## config.mk

```make
export PLATFORM = sky130hd
export DESIGN_NAME = pipe_reg_array
export DESIGN_NICKNAME = d
export VERILOG_FILES = /design/src/rtl/pipe_pkg.sv /design/src/rtl/pipe_stage.sv /design/src/rtl/pipe_reg_array.sv
export SDC_FILE = /design/constraint.sdc
export NUM_CORES = 1
export LEC_CHECK = 0
export CORE_MARGIN = 5
export CORE_UTILIZATION = 30
export CTS_BUF_LIST = sky130_fd_sc_hd__clkbuf_16
export DETAILED_ROUTE_END_ITERATION = 12
export DONT_BUFFER_PORTS = 1
export SLEW_MARGIN = 15
export SYNTH_ARGS = -nofsm -noshare
export SYNTH_HDL_FRONTEND = slang
export SYNTH_HIERARCHICAL = 1
export SYNTH_SLANG_ARGS = --single-unit
```

## constraint.sdc

```tcl
create_clock -name clk -period 4.47 [get_ports clk]
set_input_delay 0.2235 -clock clk [delete_from_list [all_inputs] [get_ports clk]]
set_output_delay 0.2235 -clock clk [all_outputs]
set_load 0.005 [all_outputs]
```

## src/rtl/pipe_pkg.sv

```systemverilog
// Shared constants for the pipe_reg_array register pipeline.
package pipe_pkg;

  localparam int DEFAULT_WIDTH    = 8;
  localparam int DEFAULT_CHANNELS = 2;
  localparam int DEFAULT_DEPTH    = 2;

  // Legal range of register stages.
  localparam int DEPTH_MIN = 1;
  localparam int DEPTH_MAX = 16;

  // True when a stage count lies inside the supported range.
  function automatic bit depth_legal(input int depth);
    return (depth >= DEPTH_MIN) && (depth <= DEPTH_MAX);
  endfunction

endpackage

```

## src/rtl/pipe_stage.sv

```systemverilog
// One pipeline register: a valid bit and a data word with its ready equation.
module pipe_stage
  import pipe_pkg::*;
#(
  parameter int DW = DEFAULT_WIDTH * DEFAULT_CHANNELS
) (
  input  logic          clk,
  input  logic          rst,
  input  logic          flush,
  input  logic          up_valid,
  input  logic [DW-1:0] up_data,
  input  logic          down_ready,
  output logic          ready,
  output logic          valid,
  output logic [DW-1:0] data
);

  logic          valid_r;
  logic [DW-1:0] data_r;

  // A stage can take a new word when it is empty or its contents move on.
  assign ready = ~valid_r | down_ready;
  assign valid = valid_r;
  assign data  = data_r;

  // Stage register: flush drops the entry but keeps the data word untouched.
  always_ff @(posedge clk or posedge rst) begin
    if (rst) begin
      valid_r <= 1'b0;
      data_r  <= '0;
    end else if (flush) begin
      valid_r <= 1'b0;
      data_r  <= data_r;
    end else if (ready) begin
      valid_r <= up_valid;
      data_r  <= up_data;
    end else begin
      valid_r <= valid_r;
      data_r  <= data_r;
    end
  end

endmodule

```

## src/rtl/pipe_reg_array.sv

```systemverilog
// Multi-lane valid/ready register pipeline of DEPTH stages with flush.
module pipe_reg_array
  import pipe_pkg::*;
#(
  parameter int WIDTH    = DEFAULT_WIDTH,
  parameter int CHANNELS = DEFAULT_CHANNELS,
  parameter int DEPTH    = DEFAULT_DEPTH
) (
  input  logic                         clk,
  input  logic                         rst,
  input  logic                         flush,
  input  logic                         in_valid,
  output logic                         in_ready,
  input  logic [CHANNELS*WIDTH-1:0]    in_data,
  output logic                         out_valid,
  input  logic                         out_ready,
  output logic [CHANNELS*WIDTH-1:0]    out_data,
  output logic [$clog2(DEPTH+1)-1:0]   occupancy
);

  localparam int DW = CHANNELS * WIDTH;
  localparam int OW = $clog2(DEPTH + 1);

  generate
    if (!depth_legal(DEPTH) || (WIDTH < 1) || (CHANNELS < 1)) begin : g_bad_params
      $error("pipe_reg_array: DEPTH must be 1..16, WIDTH and CHANNELS at least 1");
    end
  endgenerate

  // valid_s/data_s index 0 is the upstream port, index i+1 is stage i.
  logic [DEPTH:0]    valid_s;
  logic [DW-1:0]     data_s [DEPTH+1];
  logic [DEPTH-1:0]  down_ready_s;
  logic [DEPTH-1:0]  stage_ready_s;
  logic [OW-1:0]     occ_next_s;
  logic [OW-1:0]     occupancy_r;

  assign valid_s[0] = in_valid;
  assign data_s[0]  = in_data;

  // Downstream ready is computed as a look-ahead over the valid bits instead of
  // rippling through each stage's ready output: stage i may advance unless every
  // stage after it is full and the consumer is stalled.
  generate
    for (genvar i = 0; i < DEPTH; i++) begin : g_stage
      if (i == DEPTH - 1) begin : g_last
        assign down_ready_s[i] = out_ready;
      end else begin : g_mid
        assign down_ready_s[i] = out_ready | ~(&valid_s[DEPTH:i+2]);
      end

      pipe_stage #(.DW(DW)) u_stage (
        .clk        (clk),
        .rst        (rst),
        .flush      (flush),
        .up_valid   (valid_s[i]),
        .up_data    (data_s[i]),
        .down_ready (down_ready_s[i]),
        .ready      (stage_ready_s[i]),
        .valid      (valid_s[i+1]),
        .data       (data_s[i+1])
      );
    end
  endgenerate

  assign in_ready  = stage_ready_s[0] & ~flush;
  assign out_valid = valid_s[DEPTH];
  assign out_data  = data_s[DEPTH];
  assign occupancy = occupancy_r;

  // Population count of the valid bits each stage will hold after this edge.
  always_comb begin
    occ_next_s = '0;
    if (flush) begin
      occ_next_s = '0;
    end else begin
      for (int i = 0; i < DEPTH; i++) begin
        if (stage_ready_s[i]) begin
          occ_next_s = occ_next_s + OW'(valid_s[i]);
        end else begin
          occ_next_s = occ_next_s + OW'(valid_s[i+1]);
        end
      end
    end
  end

  // Occupancy register tracks the stage valid bits edge for edge.
  always_ff @(posedge clk or posedge rst) begin
    if (rst) begin
      occupancy_r <= '0;
    end else begin
      occupancy_r <= occ_next_s;
    end
  end

endmodule

```

==> results_dict.tcl <==
set metrics [dict create \
    die_w_um 81.77 \
    rows 26 \
    layout_common_cells "dfrtp_1, mux2_4, mux2_2, inv_1, clkbuf_16" \
    fp.dieH_um 81.77 \
    numCtsBuffers 5 \
    tightest_slew_ns 0.7511 \
    cap_violations 0 \
    r2r_start "g_stage[1].u_stage/valid" \
    initial_core_util_pct 30.65 \
    syn_to_final_growth_pct 12.71 \
    utilization_pct 34.54 \
    cts.sinks 36 \
    post_drt_wl_per_cell_um 16.95 \
    yosys_warnings 6 \
    layout_commonest_cell "dfrtp_1" \
    r2r_cells 6 \
    grt_pass1_wl_um 4547 \
    final_layout_size_suffix_gt1_share_pct 46.39 \
    nFillCells 514 \
    synth_cell_types 11 \
    dp.final_hpwl_um 1961 \
    powerDensity_nw_per_um2 463.7 \
    layout.nets 118 \
    fin_ws_ns 2.860 \
    cp-start-kind "flip-flop" \
    dp_slack_ns 2.851 \
    syn-num-nets 112 \
    syn_area_per_cell_um2 17.17 \
    crit_path_end "occupancy[0]" \
    worstHoldPathType "input pin to flip-flop" \
    path_clk_slew_ns 0.05 \
    die_area_um2 6686 \
    crit_required_ns 4.63 \
    end_kind "flip-flop" \
    wl_um 2830 \
    synth_cells 90 \
    grt_overflow 0 \
    h-tree-depth 2 \
    grt_max_degree 18 \
    max_freq_mhz 621.2 \
    coreArea_um2 5042 \
    setup.worst_path.start "g_stage[1].u_stage/valid" \
    dr.first_iter.drc_count 11 \
    slew_headroom_pct 49.87 \
    numPortBuffers 0 \
    synth_seq_area_share_pct 58.30 \
    fin_skew_ns 0.001445 \
    gp_congestion 0.5717 \
    ios 41 \
    postCtsSetupBuffers 0 \
    rsz0062_at_grt "false" \
    synth_area_um2 1545 \
    postRouteAntennaNets 0 \
    track_usage_pct 9.349 \
    via_per_inst 4.269 \
    cts_tree "yes" \
    finalCritPeriodShare_pct 36.01 \
    drc 0 \
    cts-root-buf "clkbuf_16" \
    clockBufferDepth 2 \
    outcome "finished clean" \
    setup_tns_ns 0 \
    regArea_um2 900.9 \
    p_leak_uw 0.0007928 \
    ys_ff_latch 36 \
    antenna_found_initial 0 \
    peakVddDrop_uv 184.9 \
    setup_viol 0 \
    min_period_ns 1.610 \
    grt_pass1_vias 856 \
    arrival_ns 1.77 \
    diodes 0 \
    num_vias 713 \
    crit_fanout 4 \
    report.final.slew_viol_count 0 \
    clkLatencyLatePin_ns 0.27 \
    r2r_setup_slack_ns 2.86 \
    firstDrtPassIters 2 \
    hold_viol 0 \
    crit-reg2reg-capture "occupancy[0]" \
    critPathKind "flip-flop to flip-flop" \
    multi_input_area_um2 585.6 \
]
flip-flops by register name, summed over array words and instances (netlist names):
signal                 flops
g_stage.u_stage/data      32
g_stage.u_stage/valid      2
occupancy                  2
per-stage QoR:
stage	total power (uW)	instance area, um^2	hold WS (ns)	instances
detailed placement	493.2	1593	-0.02873	158
floorplan	476.1	1545	-0.03532	90
CTS	822.5	1742	0.003353	167
global route	846.0	1742	0.0005706	167
global placement	487.8	1593	-0.03086	158
finish	807.5	1742	0.01052	167
area by class of cell:
class	instances	area share, %
repair buffers	1	0.5747
flip-flops and latches	36	51.72
well taps	70	5.029
multi-input cells	47	33.62
clock inverters	3	0.7902
clock buffers	5	7.184
inverters	5	1.078
cells by family after synthesis:
family | Yosys count | share of synthesized area [%]
multiplexers | 34 | 30.12
buffers and inverters | 7 | 3.806
adder cells (fa/ha/maj) | 1 | 0.8096
AND/OR/NAND/NOR | 12 | 6.964
flip-flops | 36 | 58.30
Yosys cell counts:
cell | count | share of area, %
buf_12 | 2 | 2.6
dfrtp_1 | 36 | 58
ha_1 | 1 | 0.81
inv_1 | 5 | 1.2
mux2_2 | 12 | 8.7
mux2_4 | 22 | 21
nand2b_1 | 1 | 0.41
nor2_1 | 4 | 0.97
nor2_8 | 2 | 2.6
nor2b_1 | 3 | 1.2
nor2b_4 | 2 | 1.8
repair_timing:
| action | CTS | global route |
|---|---|---|
| hold endpoints to repair | 36 | 0 |
| hold buffers | 1 | 0 |
| gates resized for setup | 0 | 0 |
where the power goes:
group          switching [uW]  leakage, uW  internal (uW)
registers                30.9     0.000427            369
clock network             120    0.0000710            202
logic                    29.1     0.000295           56.6
total                     180     0.000793            628
layer usage:
metal	track usage, %	vias to the layer above	routed length [um]
met2	15.99	27	1538
met4	4.983	0	34
li1	-	313	-
met3	3.509	4	240
met5	0	-	0
met1	9.932	369	1018
worst max-delay path, stage by stage, from the launching register on:
cell      delay, ns
dfrtp_1        0.41
nand2b_1       0.11
nor2b_4        0.20
inv_1          0.09
mux2_4         0.30
ha_1           0.26
nor2b_1        0.12
worst min path at each step:
stage,cells after the start,start,end
floorplan,1,rst,occupancy[0]
global placement,1,rst,occupancy[0]
detailed placement,1,rst,occupancy[0]
CTS,1,flush,occupancy[0]
global route,1,flush,occupancy[0]
finish,1,flush,occupancy[0]
No activity file was read; power rests on OpenSTA's default activity.
